## src/rtl/fetch_stage.sv

```systemverilog
// -----------------------------------------------------------------------------
// fetch_stage
//
// Instruction-fetch stage: PC register, sequential next-PC adder, branch/jump
// redirect, stall/flush hazard control and the IF/ID pipeline register with a
// valid bit. Also keeps a sticky misaligned-redirect flag and a counter of
// valid instructions handed to decode.
//
// Ports
//   clk              in   rising-edge clock
//   reset            in   synchronous, active-high reset
//   imem_addr        out  instruction-memory address (combinationally the PC)
//   imem_data        in   instruction returned combinationally for imem_addr
//   stall            in   hold PC and IF/ID
//   flush            in   squash IF/ID into a bubble
//   redirect         in   taken branch/jump this cycle
//   redirect_target  in   new PC when redirect is high
//   instruction_out  out  IF/ID instruction
//   inst_addr_out    out  IF/ID instruction address
//   valid_out        out  IF/ID holds a real instruction
//   misalign_err     out  sticky misaligned-redirect flag
//   fetch_count      out  number of valid instructions latched into IF/ID
// -----------------------------------------------------------------------------
module fetch_stage #(
   parameter int                    ADDR_WIDTH = 64,
   parameter int                    INST_WIDTH = 32,
   parameter int                    INST_BYTES = 4,
   parameter logic [ADDR_WIDTH-1:0] RESET_PC   = '0,
   parameter logic [INST_WIDTH-1:0] NOP_INST   = INST_WIDTH'(32'h0000_0013),
   parameter int                    CNT_WIDTH  = 32
) (
   input  logic                  clk,
   input  logic                  reset,
   output logic [ADDR_WIDTH-1:0] imem_addr,
   input  logic [INST_WIDTH-1:0] imem_data,
   input  logic                  stall,
   input  logic                  flush,
   input  logic                  redirect,
   input  logic [ADDR_WIDTH-1:0] redirect_target,
   output logic [INST_WIDTH-1:0] instruction_out,
   output logic [ADDR_WIDTH-1:0] inst_addr_out,
   output logic                  valid_out,
   output logic                  misalign_err,
   output logic [CNT_WIDTH-1:0]  fetch_count
);

   // Low-order byte-offset bits inside one instruction; a mask of zero
   // (INST_BYTES = 1) makes every target aligned.
   localparam logic [ADDR_WIDTH-1:0] ALIGN_MASK = ADDR_WIDTH'(INST_BYTES - 1);
   localparam logic [ADDR_WIDTH-1:0] PC_STEP    = ADDR_WIDTH'(INST_BYTES);

   logic [ADDR_WIDTH-1:0] r_pc;
   logic [INST_WIDTH-1:0] r_inst;
   logic [ADDR_WIDTH-1:0] r_inst_addr;
   logic                  r_valid;
   logic                  r_misalign;
   logic [CNT_WIDTH-1:0]  r_count;

   logic [ADDR_WIDTH-1:0] w_target_aligned;
   logic                  w_target_misaligned;
   logic                  w_bubble;
   logic                  w_load;

   always_comb begin
      w_target_aligned    = redirect_target & ~ALIGN_MASK;
      w_target_misaligned = |(redirect_target & ALIGN_MASK);
      // A redirect squashes the instruction fetched down the wrong path,
      // even when decode is stalled.
      w_bubble            = redirect | flush;
      w_load              = !w_bubble && !stall;
   end

   // ---- PC stage ----
   always_ff @(posedge clk) begin
      if (reset) begin
         r_pc <= RESET_PC;
      end else if (redirect) begin
         r_pc <= w_target_aligned;
      end else if (!stall) begin
         r_pc <= r_pc + PC_STEP;
      end
   end

   // ---- IF/ID boundary ----
   always_ff @(posedge clk) begin
      if (reset) begin
         r_inst      <= NOP_INST;
         r_inst_addr <= '0;
         r_valid     <= 1'b0;
      end else if (w_bubble) begin
         r_inst      <= NOP_INST;
         r_inst_addr <= '0;
         r_valid     <= 1'b0;
      end else if (!stall) begin
         r_inst      <= imem_data;
         r_inst_addr <= r_pc;
         r_valid     <= 1'b1;
      end
   end

   always_ff @(posedge clk) begin
      if (reset) begin
         r_misalign <= 1'b0;
         r_count    <= '0;
      end else begin
         if (redirect && w_target_misaligned) begin
            r_misalign <= 1'b1;
         end
         if (w_load) begin
            r_count <= r_count + CNT_WIDTH'(1);
         end
      end
   end

   assign imem_addr       = r_pc;
   assign instruction_out = r_inst;
   assign inst_addr_out   = r_inst_addr;
   assign valid_out       = r_valid;
   assign misalign_err    = r_misalign;
   assign fetch_count     = r_count;

endmodule

```

## config.mk

```make
export PLATFORM = sky130hd
export DESIGN_NAME = fetch_stage
export DESIGN_NICKNAME = d
export VERILOG_FILES = /design/src/rtl/fetch_stage.sv
export SDC_FILE = /design/constraint.sdc
export NUM_CORES = 1
export LEC_CHECK = 0
export CAP_MARGIN = 20
export CORE_MARGIN = 2
export CORE_UTILIZATION = 33
export DETAILED_ROUTE_END_ITERATION = 12
export SYNTH_ARGS = -nofsm -noshare
export SYNTH_HDL_FRONTEND = slang
export SYNTH_SLANG_ARGS = --single-unit
```

## constraint.sdc

```tcl
create_clock -name clk -period 5.51 [get_ports clk]
set_clock_uncertainty 0.15 [all_clocks]
set_input_delay 1.102 -clock clk [delete_from_list [all_inputs] [get_ports clk]]
set_output_delay 1.102 -clock clk [all_outputs]
set_load 0.005 [all_outputs]
```

# Word-level counts from Yosys, hierarchy flattened
# Cells that the tools add are included.
word_totals:
  register_bits: 194
  input_bits: 101
  out_inout_bits: 194
  word_cells: 20
classes:
  add_sub_neg: 2
  n_eq_ne: 1
  muxes: 2
  bitwise_logic: 1
  reduce_logical: 7
op_table:
  columns: ["cell", "count"]
  rows:
  - ["$mux W64", 2]
  - ["$add A64 B3 Y64 const B", 1]
  - ["$add A32 B1 Y32 const B", 1]
  - ["$reduce_or A2 Y1", 3]
  - ["$logic_and A1 B1 Y1", 2]
  - ["$logic_not A1 Y1", 2]
  - ["$ne A2 B1 Y1 const B", 1]
  - ["$or A1 B1 Y1", 1]

# Depth between registers and ports, before layout
logic_depth:
  depth_word: 3
  ltp_mapped: 7
  depth_no_buf: 6

# Worst setup path before layout
# No wires, ideal clock.
synth_path:
  path_type: "input -> register"
  start: "input stall"
  end: "register r_count[15], in the netlist fetch_count[15]"
  setup_time_ns: 0.128
  t_arrival_ns: 2.779
  required_time_ns: 5.232
  setup_slack_ns: 2.453
  stages: 7
  path_buffers: 2
  cell_sequence: "clkbuf_1 > nor4b_1 > and4_1 > clkbuf_1 > nor4b_1 > xnor2_1 > nor2_1"
synth_between:
  elab_chain_cells: 2
synth_lines:
  columns: ["element", "line", "source"]
  rows:
  - ["start, declared", "36", "input logic stall,"]
  - ["$logic_not A1 Y1", null, null]
  - ["$logic_and A1 B1 Y1", "70", "w_load = !w_bubble && !stall;"]
  - ["end signal, assigned", "110", "r_count <= r_count + CNT_WIDTH'(1);"]
  - ["end, declared", "57", "logic [CNT_WIDTH-1:0] r_count;"]
# Every way passes these cells.
# A chain may end at the register's enable or synchronous reset.

# Worst setup path after layout
layout_path:
  start: "input flush"
  end: "register r_count[28], in the netlist fetch_count[28]"
layout_between:
  elab_chain_cells: 3
layout_lines:
  columns: ["element", "line", "source"]
  rows:
  - ["start, declared", "37", "input logic flush,"]
  - ["$or A1 B1 Y1", "69", "w_bubble = redirect | flush;"]
  - ["$logic_not A1 Y1", "70", null]
  - ["$logic_and A1 B1 Y1", "70", null]
# Every way passes these cells.

==> metrics <==
top cell family by delay on the critical path=simple AND/OR/NAND/NOR gates; number of inserted filler cells in the final layout=roughly 2500; leakage power figure=approximately 4.4 nW; slowest cell on the critical path=sky130_fd_sc_hd__nand4_1; global-route congestion overflow total=0; root buf cell=sky130_fd_sc_hd__clkbuf_16; per-cell via count in the routed design=5.01; Synth-to-Final Area Change=43.5%; placed cell count=1527; critical path, cell by cell=clkdlybuf4s50_1 -> nor4b_1 -> nand4_1 -> nor4b_1 -> xnor2_1 -> nor2_1; number of cells on the worst reg-to-reg path=5; share of the synthesized area in the top cell type=44.6%; antenna viol nets, final=0; synthesized netlist cell count=between 900 and 1000; RSZ-0062 raised after global routing=false; number of warnings issued by yosys=0; Netlist cell types=48; global-route wire length before repair=about 42000 microns; placer's final routability congestion estimate=0.765; area of the core=0.0253 sq mm; leading cell types by total area after synthesis=sky130_fd_sc_hd__dfxtp_1 45%, sky130_fd_sc_hd__mux2i_1 11%, sky130_fd_sc_hd__nor2_1 8.1%; Design Power=3.05 mW; hold path cells=2; number of synthesized flops with an enable pin=0; WL final=27500 microns; number of buffers between clock root and the deepest sink=2; maximum clock frequency=300 MHz; clock-pin slew on the worst setup and hold paths=around 0.08 ns; cell row count=58; total number of H-tree levels=4; vias in the first global route=7478; final critical-path required period=3.34 ns; tightest slew margin relative to the limit=48.8%; DR WL/cell=17.7 microns; post_cts resized=0; antenna violations before repair=2; most used standard cell by instance count after synthesis=sky130_fd_sc_hd__dfxtp_1; # diodes=0; total negative slack=0 ns; worst min-delay path category=register to register; Final Instance Count excl. Fillers=1560; final net count=1320; Post-CTS Repair Setup Buffers=0; Synth async-reset ratio=0%; CP Class=primary input to register; number of search-and-repair iterations in the first detailed-routing pass=5; final number of max-transition violations=0; maximum VDD drop=190 uV; largest area contributor in the synthesized netlist=sky130_fd_sc_hd__dfxtp_1; most frequent cell on the critical path=sky130_fd_sc_hd__nor4b_1; starting density of the core=33.7%; crit-path max cell delay=0.59 ns; placed wire-length estimate after detailed placement=19700 microns; outcome=finished, final reports clean; critical-path maximum fanout=13; setup violators final=0; Clk Latency, worst-skew pair=0.44 ns; flip-flop and latch count after synthesis=190; fraction of layout cells with a size suffix above 1=4.55%; critical path arrival=3.49 ns; slew at the pin with the worst max-slew slack=0.769 ns; global router's overall resource usage=19.7%; commonest register cell after synthesis=sky130_fd_sc_hd__dfxtp_1; type of element launching the critical path=primary input; num ports=295; nature of the critical path endpoint=register; sequential element share of the synthesized area=~45%; netlist area before placement=0.00852 sq mm; number of hold-repair buffers added at the cts stage=0; Post-Route Utilization=between 40% and 50%; I/O Buffers=between 200 and 300; Final Hold Vio Count=0; leading cell types by count after synthesis=190 x sky130_fd_sc_hd__dfxtp_1, 185 x sky130_fd_sc_hd__nor2_1, 95 x sky130_fd_sc_hd__mux2i_1; total power density per cell area=between 200 and 250 mW/mm^2; final cycle utilization of the critical path=60.6%; maximum number of pins on one net before global-route repair=70; Critical path buffers and inverters=1; number of gates on the worst path with buffers counted=6; die footprint=between 0.02 and 0.03 sq mm; sinks on the clock net=190; Post-Syn Area per Cell=8.87 sq um; CTS tree=done; vias after detailed routing=7815; die width=165 microns; DRC Markers=0; number of max-cap violations=0; Inserted Clock Buffers=17; Crit path required time=5.66 ns; DR iter-0 viols=416; vertical die dimension=between 150 and 200 microns
-- report_power, final --
| part | switching [mW] | leakage, nW | internal, mW | total (mW) |
|---|---|---|---|---|
| Sequential | 0.0637 | 1.55 | 1.41 | 1.48 |
| Combinational | 0.135 | 2.52 | 0.198 | 0.332 |
| Clock | 0.630 | 0.283 | 0.611 | 1.24 |
-- path summary, 6_finish.rpt --
kind                start              end  slack [ns]
max                 flush  fetch_count[28]        2.17
max reg2reg  imem_addr[6]    imem_addr[44]        2.40
min reg2reg     valid_out        valid_out        0.30
min             valid_out        valid_out        0.30
-- cells by family (layout without fill, tap and decap cells) --
kind of cell	count (synthesis)	count (layout)	synth area share [%]
buffers and inverters	88	354	4.24
AND/OR/NAND/NOR	426	426	24.9
XOR/XNOR	62	62	6.37
other	1	4	0.0440
multiplexers	95	95	11.2
AO/OA/AOI/OAI	97	97	8.31
adder cells (fa/ha/maj)	2	2	0.294
flip-flops	190	190	44.6
-- flip-flops by register name, indices dropped and copies added, names as in the netlist --
register,cells
fetch_count,32
inst_addr_out,62
instruction_out,32
valid_out,1
imem_addr,62
misalign_err,1
-- cell type report --
| cell class | instances | area [sq um] | share of cell area (%) |
|---|---|---|---|
| Multi-Input combinational cell | 686 | 4370 | 35.8 |
| Sequential cell | 190 | 3800 | 31.1 |
| Timing Repair Buffer | 300 | 2970 | 24.3 |
| Clock buffer | 17 | 425 | 3.48 |
| Tap cell | 330 | 413 | 3.38 |
| Clock inverter | 15 | 163 | 1.33 |
| Inverter | 22 | 82.6 | 0.675 |
-- metal layers --
layer / wire, microns / track usage, % / up-vias
li1: - / - / 3916
met1: 13000 / 27.0 / 3657
met2: 12600 / 31.5 / 216
met3: 1600 / 4.52 / 24
met4: 330 / 4.90 / 2
met5: 13 / 0 / -
-- through the flow --
step / setup slack, ns / hold slack [ns] / instance area (sq um)
2_1_floorplan: 2.45 / 0.292 / 8530
3_3_place_gp: 1.82 / 0.284 / 11600
3_5_place_dp: 1.71 / 0.285 / 11600
4_1_cts: 2.08 / 0.297 / 12200
5_1_grt: 1.82 / 0.337 / 12200
6_report: 2.17 / 0.297 / 12200
-- worst register-to-register path, cell delays in order (launching register included) --
cell                       delay (ns)
sky130_fd_sc_hd__dfxtp_1         0.51
sky130_fd_sc_hd__nand4_4         0.21
sky130_fd_sc_hd__or4_4           0.70
sky130_fd_sc_hd__or4_4           0.68
sky130_fd_sc_hd__or4_1           0.50
sky130_fd_sc_hd__a311oi_1        0.25
-- placed cells by master, fill, tap and decap left out, types with 10 or more instances in the layout --
| master | n |
|---|---|
| sky130_fd_sc_hd__a211oi_1 | 31 |
| sky130_fd_sc_hd__xnor2_1 | 41 |
| sky130_fd_sc_hd__a311oi_1 | 13 |
| sky130_fd_sc_hd__or4_1 | 12 |
| sky130_fd_sc_hd__dfxtp_1 | 190 |
| sky130_fd_sc_hd__inv_1 | 21 |
| sky130_fd_sc_hd__mux2i_1 | 95 |
| sky130_fd_sc_hd__a21oi_1 | 19 |
| sky130_fd_sc_hd__nor3_1 | 21 |
| sky130_fd_sc_hd__nand4_1 | 27 |
| sky130_fd_sc_hd__clkdlybuf4s50_1 | 287 |
| sky130_fd_sc_hd__nor4_1 | 23 |
| sky130_fd_sc_hd__nand2_1 | 46 |
| sky130_fd_sc_hd__xor2_1 | 21 |
| sky130_fd_sc_hd__nor2_1 | 185 |
| sky130_fd_sc_hd__and3_1 | 18 |
| sky130_fd_sc_hd__buf_4 | 10 |
| sky130_fd_sc_hd__nand3_1 | 35 |
| sky130_fd_sc_hd__and4_1 | 14 |
| sky130_fd_sc_hd__clkbuf_16 | 17 |
Power figures use the tool's default switching activity.
